===== config.mk =====
export PLATFORM = sky130hd
export DESIGN_NAME = mem_arbiter
export DESIGN_NICKNAME = d
export VERILOG_FILES = /design/src/rtl/mem_arbiter.sv
export SDC_FILE = /design/constraint.sdc
export NUM_CORES = 1
export LEC_CHECK = 0
export ABC_AREA = 0
export CAP_MARGIN = 10
export CORE_MARGIN = 2
export CORE_UTILIZATION = 38
export CTS_CLUSTER_DIAMETER = 40
export DETAILED_ROUTE_END_ITERATION = 8
export GPL_TIMING_DRIVEN = 1
export PLACE_DENSITY = 0.59
export RECOVER_POWER = 50
export SLEW_MARGIN = 20
export SYNTH_ARGS = -nofsm -noshare
export SYNTH_HDL_FRONTEND = slang
export SYNTH_SLANG_ARGS = --single-unit

===== constraint.sdc =====
create_clock -name clk -period 4.15 [get_ports clk]
set_input_delay 0.415 -clock clk [delete_from_list [all_inputs] [get_ports clk]]
set_output_delay 0.415 -clock clk [all_outputs]
set_load 0.02 [all_outputs]

===== src/rtl/mem_arbiter.sv =====
// Arbiter/sequencer that serialises fetch and load/store requests onto a byte-wide RAM port.
// Optional: define MEM_IO_STALL_EN to hold writes to the IO window while io_buffer_full is set.
module mem_arbiter #(
  parameter int ADDR_W = 32,
  parameter int DATA_W = 32
) (
  input  logic              clk,
  input  logic              rst,
  input  logic              if_req,
  input  logic [ADDR_W-1:0] if_addr,
  input  logic              if_flush,
  output logic              if_ready,
  output logic [DATA_W-1:0] if_data,
  input  logic              ls_req,
  input  logic              ls_we,
  input  logic [1:0]        ls_size,
  input  logic              ls_signed,
  input  logic [ADDR_W-1:0] ls_addr,
  input  logic [DATA_W-1:0] ls_wdata,
  output logic              ls_ready,
  output logic [DATA_W-1:0] ls_rdata,
  input  logic              io_buffer_full,
  input  logic [7:0]        mem_din,
  output logic [7:0]        mem_dout,
  output logic [ADDR_W-1:0] mem_a,
  output logic              mem_wr
);

  // state | meaning
  // IDLE  | port free, arbitrating (ls over fetch)
  // RD    | issuing byte addresses and collecting mem_din
  // WR    | issuing byte writes
  // DONE  | ready pulse cycle, requests not sampled
  typedef enum logic [1:0] {IDLE, RD, WR, DONE} state_t;

  state_t            state, state_nxt;
  logic [2:0]        cnt, cnt_nxt;
  logic              src_ls, src_ls_nxt;
  logic [ADDR_W-1:0] addr, addr_nxt;
  logic [1:0]        nlast, nlast_nxt;
  logic              sgn, sgn_nxt;
  logic [31:0]       wdata, wdata_nxt;
  logic [31:0]       rbuf, rbuf_nxt;
  logic [ADDR_W-1:0] mem_a_nxt;
  logic [7:0]        mem_dout_nxt;
  logic              mem_wr_nxt;
  logic              if_ready_nxt, ls_ready_nxt;
  logic [31:0]       if_data_nxt, ls_rdata_nxt;

  logic [2:0]        cnt1;
  logic [1:0]        cap_idx;
  logic [ADDR_W-1:0] addr_k1;

`ifdef MEM_IO_STALL_EN
  logic stalled, stalled_nxt;
`else
  logic unused_io;
  assign unused_io = io_buffer_full;
`endif

  assign cnt1    = cnt + 3'd1;
  assign cap_idx = cnt[1:0] - 2'd1;
  assign addr_k1 = addr + ADDR_W'(cnt1);

  function automatic logic [31:0] extend(input logic [31:0] b, input logic [1:0] nl,
                                         input logic s);
    case (nl)
      2'd0:    extend = {{24{s & b[7]}}, b[7:0]};
      2'd1:    extend = {{16{s & b[15]}}, b[15:0]};
      default: extend = b;
    endcase
  endfunction

  always_ff @(posedge clk or negedge rst) begin
    if (!rst) begin
      state    <= IDLE;
      cnt      <= '0;
      src_ls   <= 1'b0;
      addr     <= '0;
      nlast    <= '0;
      sgn      <= 1'b0;
      wdata    <= '0;
      rbuf     <= '0;
      mem_a    <= '0;
      mem_dout <= '0;
      mem_wr   <= 1'b0;
      if_ready <= 1'b0;
      ls_ready <= 1'b0;
      if_data  <= '0;
      ls_rdata <= '0;
`ifdef MEM_IO_STALL_EN
      stalled  <= 1'b0;
`endif
    end else begin
      state    <= state_nxt;
      cnt      <= cnt_nxt;
      src_ls   <= src_ls_nxt;
      addr     <= addr_nxt;
      nlast    <= nlast_nxt;
      sgn      <= sgn_nxt;
      wdata    <= wdata_nxt;
      rbuf     <= rbuf_nxt;
      mem_a    <= mem_a_nxt;
      mem_dout <= mem_dout_nxt;
      mem_wr   <= mem_wr_nxt;
      if_ready <= if_ready_nxt;
      ls_ready <= ls_ready_nxt;
      if_data  <= if_data_nxt;
      ls_rdata <= ls_rdata_nxt;
`ifdef MEM_IO_STALL_EN
      stalled  <= stalled_nxt;
`endif
    end
  end

  always_comb begin
    state_nxt    = state;
    cnt_nxt      = cnt;
    src_ls_nxt   = src_ls;
    addr_nxt     = addr;
    nlast_nxt    = nlast;
    sgn_nxt      = sgn;
    wdata_nxt    = wdata;
    rbuf_nxt     = rbuf;
    mem_a_nxt    = mem_a;
    mem_dout_nxt = mem_dout;
    mem_wr_nxt   = 1'b0;
    if_ready_nxt = 1'b0;
    ls_ready_nxt = 1'b0;
    if_data_nxt  = if_data;
    ls_rdata_nxt = ls_rdata;
`ifdef MEM_IO_STALL_EN
    stalled_nxt  = stalled;
`endif

    case (state)
      IDLE: begin
        if (ls_req) begin
          src_ls_nxt = 1'b1;
          addr_nxt   = ls_addr;
          nlast_nxt  = (ls_size == 2'd0) ? 2'd0 : (ls_size == 2'd1) ? 2'd1 : 2'd3;
          sgn_nxt    = ls_signed;
          wdata_nxt  = ls_wdata;
          cnt_nxt    = '0;
          rbuf_nxt   = '0;
          mem_a_nxt  = ls_addr;
          if (ls_we) begin
            state_nxt    = WR;
            mem_dout_nxt = ls_wdata[7:0];
            mem_wr_nxt   = 1'b1;
          end else begin
            state_nxt = RD;
          end
        end else if (if_req && !if_flush) begin
          src_ls_nxt = 1'b0;
          addr_nxt   = if_addr;
          nlast_nxt  = 2'd3;
          sgn_nxt    = 1'b0;
          cnt_nxt    = '0;
          rbuf_nxt   = '0;
          mem_a_nxt  = if_addr;
          state_nxt  = RD;
        end
      end

      RD: begin
        if (!src_ls && if_flush) begin
          state_nxt = IDLE;
        end else begin
          // RAM has one cycle of read latency, so byte k lands two edges after its address
          if (cnt != 3'd0)
            rbuf_nxt[{cap_idx, 3'b000} +: 8] = mem_din;
          if (cnt < {1'b0, nlast})
            mem_a_nxt = addr_k1;
          if (cnt == {1'b0, nlast} + 3'd1) begin
            state_nxt = DONE;
            if (src_ls) begin
              ls_rdata_nxt = extend(rbuf_nxt, nlast, sgn);
              ls_ready_nxt = 1'b1;
            end else begin
              if_data_nxt  = rbuf_nxt;
              if_ready_nxt = 1'b1;
            end
          end else begin
            cnt_nxt = cnt1;
          end
        end
      end

      WR: begin
`ifdef MEM_IO_STALL_EN
        if (mem_a[17:16] == 2'b11 && io_buffer_full) begin
          stalled_nxt = 1'b1;
        end else if (stalled) begin
          mem_wr_nxt  = 1'b1;
          stalled_nxt = 1'b0;
        end else
`endif
        if (cnt < {1'b0, nlast}) begin
          cnt_nxt      = cnt1;
          mem_a_nxt    = addr_k1;
          mem_dout_nxt = wdata[{cnt1[1:0], 3'b000} +: 8];
          mem_wr_nxt   = 1'b1;
        end else begin
          ls_ready_nxt = 1'b1;
          state_nxt    = DONE;
        end
      end

      DONE: state_nxt = IDLE;

      default: state_nxt = IDLE;
    endcase
  end

endmodule


==> results.cfg <==
[power]
vdd_ir_drop_max_v = 0.000415
leakagePower_nw = 5.91
power.density_nw_per_um2 = 794

[synth]
synth-compound-area-share_pct = 15.1
netlist-cell-type-count = 58
fraction_of_synthesized_cell_area_in_xor_and_xnor_cells_pct = 2.44
netlist_instances = 993
seq_total_area_yosys_pct = 50.9
netlist_top_cells_area = dfrtp_1 (51%), mux2_2 (8.7%), o21ai_0 (6.4%), nand2_1 (5.1%), mux2i_1 (2.7%)
post_synth_mux_area_share_pct = 13.2
proportion_of_synthesized_flip_flops_having_asynchronous_set_or_reset_pct = 100
synth.avg_cell_area_um2 = 10.5
synth_fa_ha_area_share_pct = 2.23
synth_top_cell_area_share_pct = 50.9
syn-cell-area_um2 = 10400
post_synth_and_or_nand_nor_area_fraction_pct = 12.7
synth_nets = 1125
synth.yosys.warnings = 0
dominant_combinational_cell_family_by_area_after_synthesis = compound AO/OA/AOI/OAI gates
synth_seq_cells = 212
postSynth.topFlopCell = dfrtp_1
yosys.area.top_type = dfrtp_1
count_of_flip_flops_with_a_built_in_enable_after_synthesis = 0

[route]
top_signal_layer_used = met5
met3WireLength_mm = 1.97
route.antenna.remaining_nets = 0
wire_length_reported_by_the_detailed_router_mm = 28.2
routed-wl-met2_mm = 12.9
m1WireLength_mm = 12.7
drt_pass_1_iters = 5
avgViaCountPerCell = 5.14
drt_first_iter_violations = 464
via_count = 8093
post-route-drc-count = 0
drt-wirelength-per-cell_um = 17.9

[setup_path]
timing.critical_path.arrival_ns = 3.94
reg2reg_depth = 8
worst_setup_path_start_kind = flip-flop
cp_required_ns = 4.55
r2r-end = mem_a[19]
flop2flop_setup_slack_ns = 0.61
worst_r2r_startpoint = cnt[0]
critPathSlowestCell = a211oi_2
critical_path_class = flip-flop to flip-flop
critical_path.cell_chain = inv_1, ha_1, ha_1, nand3_1, a211oi_2, nand4_1, xor2_1, a221oi_1
critical-path-top-cell-by-count = ha_1
cpPeakStageDelay_ns = 0.90
critical-path-top-delay-family = compound AO/OA/AOI/OAI gates
critPathCaptureType = flip-flop
worstPathMaxFanout = 16
worst-path-buf-inv = 1

[clock_network]
clock_insertion_delay_worst_skew_ns = 0.50
cts.root.buffer_cell = clkbuf_16
tritoncts_clock_tree = yes
cts.reportedPaths.clkPinSlew_ns = 0.05
cts-resized-gates = 0
clock_path_buffers = 3
clock_sinks = 212
count_of_h_tree_levels_built_during_cts = 2
numCtsBuffers = 34

[global_route]
gr-usage-all-layers_pct = 19.7
vias_in_the_first_global_route = 8284
globalRoute.totalOverflow = 0
number_of_antenna_violations_at_the_first_check_in_global_routing = 3
grt_start_max_net_pins = 92
grt_pass1_wl_mm = 45.3

[hold_path]
hold_depth = 3
min-delay-path-class = primary input to flip-flop
worst_hold_startpoint = ls_req
hold_path_end = mem_wr

[place]
dp.cells = 1512
detailedPlacementHpwl_mm = 19.7
dp_worst_setup_slack_ns = 0.719
placement.io_buffers = 219
routabilityCongestion = 0.789

[sta]
finClkSkew_ns = 0.0190
final.setup.tns_ns = 0
highest_clock_rate_mhz = 282
rsz0062_at_grt = no
timing_max_transition_violations_final = 130
tightest_slew_ns = 2.33
layout_min_cycle_time_ns = 3.54
max-slew-margin-rel_pct = -55.5
post-route-period-util_pct = 85.3
setup_ws_ns = 0.608
number_of_hold_violations_in_the_final_report = 0
final.hold.worst_slack_ns = 0.262
finalSetupViolCount = 0

[cells_and_area]
utilization_pct = 52.4
finalNonFillerCells = 1573
layout-drive-gt1-share_pct = 15.1
layout.filler_cells = 2437
antenna_cells = 0
layout.cells.most_common_list = dfrtp_1 (212), clkdlybuf4s50_1 (185), nand2_1 (140)
layout-area-overhead-vs-synth_pct = 35.4
layout.cells.most_common = dfrtp_1
total_number_of_nets_in_the_final_design = 1340

[outcome]
violations = max-capacitance violations, max-slew violations
outcome = complete, but fails checks

[die]
io_pins = 221
initial_standard_cell_utilization_of_the_core_pct = 38.7
floorplan.die.width_um = 170
fp.dieH_um = 170
placeableCoreArea_um2 = 27000
fp.dieArea_um2 = 28800
fp-row-count = 60

[flow_run]
timing.max_cap.violations = 2
[sequential cells by signal, summed over array words and instances (netlist names)]
name and cells:
src_ls 1, ls_ready 1, mem_a 32, mem_wr 1
if_ready 1, addr 32, sgn 1, if_data 32
cnt 3, wdata 32, ls_rdata 32, rbuf 32
state 2, mem_dout 8, nlast 2
[worst max-delay path by stage]
stage / from / end / slack, ns / depth (start not counted)
after floorplan: cnt[0] / mem_a[12] / 0.72 / 12
after detailed placement: cnt[0] / mem_a[19] / 0.72 / 8
after global routing: cnt[0] / mem_a[19] / 0.36 / 8
final: cnt[0] / mem_a[19] / 0.61 / 8
after CTS: cnt[0] / mem_a[19] / 0.70 / 8
after global placement: cnt[0] / mem_a[19] / 0.80 / 8
[cell families (layout without fill, tap and decap cells)]
kind of cell	Yosys count	after routing
AOI/OAI and AO/OA	246	246
xor gates and xnor gates	29	29
adders and majority gates	18	18
buffers and inverters	87	326
DFF	212	212
muxes	117	117
and+or+nand+nor	284	284
[routing by layer]
| layer | track usage, % | vias to the layer above |
|---|---|---|
| li1 | - | 3949 |
| met1 | 26.3 | 3889 |
| met2 | 31.7 | 204 |
| met3 | 5.90 | 47 |
| met4 | 4.98 | 4 |
| met5 | 0 | - |
[timing repair]
action,CTS,global route
hold buffers,1,0
endpoints found under the hold margin,88,0
buffers inserted,0,0
[report_power, final]
part	internal [mW]	leakage, nW	switching [mW]
clock network	1.96	0.578	0.982
registers	2.88	2.66	0.580
logic	2.12	2.66	2.69
total	6.96	5.91	4.26
[area by class of cell]
cell class / count / area (um2) / area share [%]
Tap cell: 341 / 427 / 3.02
Sequential cell: 212 / 5310 / 37.6
Timing Repair Buffer: 237 / 2320 / 16.5
Clock buffer: 45 / 973 / 6.89
Multi-Input combinational cell: 694 / 4770 / 33.8
Clock inverter: 15 / 215 / 1.52
Inverter: 29 / 109 / 0.771
[per-stage QoR]
| step | power (mW) | area (um2) |
|---|---|---|
| after global routing | 12.0 | 14100 |
| after global placement | 8.28 | 12900 |
| after CTS | 11.4 | 14100 |
| after floorplan | 6.54 | 10400 |
| final | 11.2 | 14100 |
| after detailed placement | 8.38 | 12900 |
[synth_stat cells, drive strengths merged, types with 3 or more instances]
cell,count
and3,8
a22o,11
nor2,44
clkbuf,36
a221o,3
a22oi,13
xnor2,5
nand2b,25
buf,22
dfrtp,212
o21ai,135
nor3,8
o31ai,9
nand4,12
ha,17
a31oi,19
mux2,81
nand3,21
mux4,8
nor2b,6
xor2,24
inv,29
and2,6
or3,3
a32o,8
nand2,141
mux2i,28
and4,6
a21oi,32
[tightest hold or removal path, stage by stage]
cell     delay, ns
buf_2         0.15
nand3_1       0.09
nand2_1       0.06
No activity file was read; power rests on OpenSTA's default activity.
